<file path="src/rtl/ybus_wbuf.sv">
// Write-back buffer behind the 64-bit datapath: queues {addr, Y, half} pushes,
// drains them over valid/ready and lets loads snoop pending entries by address.
module ybus_wbuf #(
    parameter int unsigned DEPTH = 4,
    parameter int unsigned AW    = 15
) (
    input  logic                       clk,
    input  logic                       reset_n,
    input  logic [63:0]                y,
    input  logic                       mode32,
    input  logic                       wr,
    input  logic [AW-1:0]              waddr,
    output logic                       full,
    output logic                       empty,
    output logic [$clog2(DEPTH+1)-1:0] count,
    output logic                       ovf,
    input  logic                       ovf_clr,
    output logic                       m_valid,
    input  logic                       m_ready,
    output logic [AW-1:0]              m_addr,
    output logic [63:0]                m_data,
    output logic                       m_half,
    input  logic [AW-1:0]              rd_addr,
    output logic                       hit,
    output logic [63:0]                hit_data
);
    localparam int unsigned PW = $clog2(DEPTH);
    localparam int unsigned CW = $clog2(DEPTH + 1);

    logic [AW-1:0]    addr_q [DEPTH];
    logic [63:0]      data_q [DEPTH];
    logic [DEPTH-1:0] half_q;
    logic [PW-1:0]    rd_ptr_q;
    logic [PW-1:0]    wr_ptr_q;
    logic [CW-1:0]    count_q;
    logic [CW-1:0]    count_d;
    logic             full_q;
    logic             empty_q;
    logic             ovf_q;
    logic             pop;
    logic             push;
    logic             drop;
    logic [63:0]      wdata;

    // A full buffer still accepts a push when the head leaves in the same cycle.
    assign pop   = !empty_q && m_ready;
    assign push  = wr && (!full_q || pop);
    assign drop  = wr && full_q && !pop;
    assign wdata = mode32 ? {32'h0, y[31:0]} : y;

    always_comb begin
        count_d = count_q;
        if (push && !pop) begin
            count_d = count_q + CW'(1);
        end else if (pop && !push) begin
            count_d = count_q - CW'(1);
        end
    end

    // Pointers, occupancy flags and sticky overflow.
    always_ff @(posedge clk or negedge reset_n) begin
        if (!reset_n) begin
            rd_ptr_q <= '0;
            wr_ptr_q <= '0;
            count_q  <= '0;
            full_q   <= 1'b0;
            empty_q  <= 1'b1;
            ovf_q    <= 1'b0;
        end else begin
            if (pop) begin
                rd_ptr_q <= rd_ptr_q + PW'(1);
            end
            if (push) begin
                wr_ptr_q <= wr_ptr_q + PW'(1);
            end
            count_q <= count_d;
            full_q  <= (count_d == CW'(DEPTH));
            empty_q <= (count_d == '0);
            if (drop) begin
                ovf_q <= 1'b1;
            end else if (ovf_clr) begin
                ovf_q <= 1'b0;
            end
        end
    end

    // Entry storage; cleared on reset so the head and bypass read zero.
    always_ff @(posedge clk or negedge reset_n) begin
        if (!reset_n) begin
            for (int unsigned i = 0; i < DEPTH; i++) begin
                addr_q[i] <= '0;
                data_q[i] <= '0;
            end
            half_q <= '0;
        end else if (push) begin
            addr_q[wr_ptr_q] <= waddr;
            data_q[wr_ptr_q] <= wdata;
            half_q[wr_ptr_q] <= mode32;
        end
    end

    // Oldest-to-newest scan so the last match (newest push) wins.
    always_comb begin
        hit      = 1'b0;
        hit_data = '0;
        for (int unsigned i = 0; i < DEPTH; i++) begin
            if ((CW'(i) < count_q) && (addr_q[rd_ptr_q + PW'(i)] == rd_addr)) begin
                hit      = 1'b1;
                hit_data = data_q[rd_ptr_q + PW'(i)];
            end
        end
    end

    assign full    = full_q;
    assign empty   = empty_q;
    assign count   = count_q;
    assign ovf     = ovf_q;
    assign m_valid = !empty_q;
    assign m_addr  = addr_q[rd_ptr_q];
    assign m_data  = data_q[rd_ptr_q];
    assign m_half  = half_q[rd_ptr_q];
endmodule

</file>
<file path="config.mk">
export PLATFORM = sky130hd
export DESIGN_NAME = ybus_wbuf
export DESIGN_NICKNAME = d
export VERILOG_FILES = /design/src/rtl/ybus_wbuf.sv
export SDC_FILE = /design/constraint.sdc
export NUM_CORES = 1
export LEC_CHECK = 0
export ABC_AREA = 1
export BUFFER_PORTS_ARGS = -buffer_cell sky130_fd_sc_hd__buf_2
export CORE_MARGIN = 5
export CORE_UTILIZATION = 45
export CTS_BUF_LIST = sky130_fd_sc_hd__clkbuf_16
export CTS_CLUSTER_SIZE = 20
export DETAILED_ROUTE_END_ITERATION = 12
export PLACE_DENSITY = 0.71
export SETUP_SLACK_MARGIN = 0.3
export SLEW_MARGIN = 20
export SYNTH_ARGS = -nofsm -noshare
export SYNTH_HDL_FRONTEND = slang
export SYNTH_SLANG_ARGS = --single-unit
</file>
<file path="constraint.sdc">
create_clock -name clk -period 3.47 [get_ports clk]
set_input_delay 0.5205 -clock clk [delete_from_list [all_inputs] [get_ports clk]]
set_output_delay 0.5205 -clock clk [all_outputs]
set_load 0.02 [all_outputs]
</file>
==> flow_summary.ini <==
[status]
failed_checks = setup timing
run_status = finished, violations left

[global_route]
grt_pass1_wl_mm = 129
gr-usage-all-layers = 0.267
number_of_global_route_vias_before_repair = 23818
antenna_found_initial = 2
grt_overflow_total = 0
grt_start_max_net_pins = 167

[place]
post_detail_place_hpwl_mm = 51.5
placement.cell_area_sq_um = 26300
finalWeightedCongestion = 0.930
placement.setup.worst_slack_ns = 0.155
post-place-cells = 4885
numPortBuffers = 251

[layout]
post_route_cells_drive_above_1_share = 0.146
final_design_area_no_fill_sq_um = 30000
syn_to_final_growth_pct = 23.4
finalNetCount = 4405
fin_cells = 5026
most-common-layout-cells = nand2_1 (1,787), o21ai_0 (645), inv_1 (507)
layout.cells.most_common = nand2_1

[timing]
final_period_minus_worst_setup_slack_ns = 3.81
final-setup-viol-count = 65
unrepaired_setup_endpoints_after_global_routing = yes
pins_over_their_slew_limit = 0
fin_skew_ns = 0.0151
maxClockFrequency_mhz = 262
slew_headroom = 0.338
tightest_slew_ns = 0.993
finalHoldViolations = 0
finalWorstSetupSlack_ns = -0.341
layout_worst_path_cycle_share = 1.10
whs_ns = 0.168

[route]
met2_wirelength_mm = 40.8
top_layer = met4
route.final.wire_length_mm = 88.1
ant_nets = 0
drc = 0
wl_per_cell_microns = 17.5
drt-initial-drc-count = 2496
wl_met1_mm = 36.5
routed-wl-met3_mm = 7.81
via_count = 26844
via_per_inst = 5.34
drt-pass1-iter-count = 8

[floorplan]
die_width_microns = 242
top_ports = 252
core_sq_um = 53600
initial_core_utilization = 0.453
die_height_microns = 242
fp-row-count = 85
die_area_sq_um = 58700

[logic_synthesis]
synth.lib_cells_used.distinct = 26
total_nets_after_synthesis = 4233
synthesis.yosys.warnings = 0
syn_inst = 4126
post_synth_instance_area_sq_um = 24300
avgSynthCellArea_sq_um = 5.89
seq_area_frac_synth = 0.340
register_bit_count_reported_by_yosys = 330

[clock_network]
clkSinkCount = 330
tritoncts = yes
number_of_levels_in_the_clock_h_tree = 2
cts.clk_slew.worst_paths_ns = 0.06
worst_skew_pair.late_latency_ns = 0.57
ctsRootBufferMaster = clkbuf_16
cts-buffers-inserted = 40
cts_max_path_buffers = 3

[critical_path]
setup.worst_path.class = flop to output pin
timing.critical_path.arrival_ns = 3.29
crit_start = rd_ptr_q[0]
worst_setup_path_start_kind = flop
critical_path_peak_fanout = 15
required_time_of_the_critical_path_ns = 2.95
crit-reg2reg-launch = empty
crit_path_end_kind = output pin

[power_and_ir_drop]
totalPowerFinal_uw = 28800
vdd.ir_drop.worst_mv = 0.687
power_per_cell_area_nw_per_um2 = 963
power.leakage_uw = 0.0163

[min_path]
worst_hold_path_type = input pin to flop
min_from = ovf_clr

[flow_run]
cap_violations = 0
-- worst max-delay path, stage by stage (launching register included) --
cell       delay, ns
dfrtp_4         0.56
buf_12          0.17
clkbuf_16       0.17
o21ai_0         0.21
nand2_1         0.09
nand3_1         0.10
nand2_1         0.07
nor2_1          0.13
nand2_1         0.10
nor2_4          0.13
buf_12          0.17
nand2_8         0.15
buf_16          0.19
nand2_1         0.06
nand2_1         0.05
nand2_1         0.06
nand2_1         0.11
buf_4           0.18
-- logic make-up (layout without fill, tap and decap cells) --
group,after synthesis,count (layout),share of synthesized area
AOI/OAI and AO/OA,711,711,0.147
buffers and inverters,777,975,0.130
other,0,2,0
DFF,330,330,0.340
adders and majority gates,7,7,0.00361
muxes,32,32,0.0132
xor gates and xnor gates,17,17,0.00613
and+or+nand+nor,2252,2256,0.360
-- report_power, final --
group          switching (uW)  internal (uW)  total (uW)  leakage [uW]
combinational           11800           5720       17500        0.0114
clock                    1750           2580        4340      0.000677
sequential               1310           5670        6980       0.00420
-- per-layer routing --
layer	track usage	vias up
li1	-	13065
met1	0.363	12320
met2	0.444	1250
met3	0.0386	209
met4	0.0843	0
met5	0	-
-- Yosys cell counts --
cell type | number | area, sq um
dfstp_2 | 1 | 26.3
a21oi_1 | 3 | 15.0
inv_2 | 5 | 18.8
or2_2 | 1 | 6.26
dfrtp_1 | 329 | 8230
inv_1 | 500 | 1880
nand2_2 | 1 | 6.26
buf_1 | 38 | 143
o21ai_1 | 37 | 185
o211ai_1 | 3 | 22.5
o21ai_0 | 666 | 3330
buf_4 | 15 | 113
inv_4 | 1 | 6.26
nor3_1 | 2 | 10.0
buf_2 | 71 | 355
nand3_1 | 224 | 1120
o221ai_1 | 2 | 17.5
nor2_1 | 140 | 526
buf_6 | 12 | 135
xor2_1 | 17 | 149
nor2_2 | 1 | 6.26
nand2_1 | 1881 | 7060
nand4_1 | 2 | 12.5
mux2i_1 | 32 | 320
ha_1 | 7 | 87.6
clkbuf_1 | 135 | 507
-- layout make-up --
type / instances / area (sq um)
fill: 5289 / 23600
clock buffer: 41 / 1030
tap: 696 / 871
inverter: 506 / 1930
antenna: 2 / 5.00
clock inverter: 31 / 294
multi-input combinational: 3023 / 13600
timing repair buffer: 397 / 3960
sequential: 330 / 8270
-- metrics by stage --
| stage | TNS (ns) | util |
|---|---|---|
| after floorplan | 0 | - |
| after global placement | 0 | 0.491 |
| after detailed placement | 0 | 0.491 |
| after CTS | -14.16 | 0.533 |
| after global routing | -26.38 | 0.559 |
| final | -17.39 | 0.559 |
-- worst paths after layout --
check / endpoint / slack [ns] / depth (start not counted)
setup / recovery: hit_data[24] / -0.34 / 17
hold / removal: ovf / 0.17 / 2
setup reg to reg: data_q[121] / 0.86 / 10
hold reg to reg: half_q[3] / 0.50 / 2
max in group asynchronous: data_q[113] / 2.08 / 3
min in group asynchronous: data_q[136] / 0.54 / 2
-- registers in the layout, indices dropped and copies added, names as in the netlist --
register and flops:
data_q 256, full 1, addr_q 60, count 3, wr_ptr_q 2, half_q 4
rd_ptr_q 2, ovf 1, empty 1
-- what timing repair did --
action,in CTS,in global routing
setup buffers,15,11
hold endpoints to repair,67,0
gates resized for setup,130,232
hold buffers,1,0
endpoints found under the setup margin,103,127
pin swaps,7,60
cloned,14,26
No activity file was read; power rests on OpenSTA's default activity.
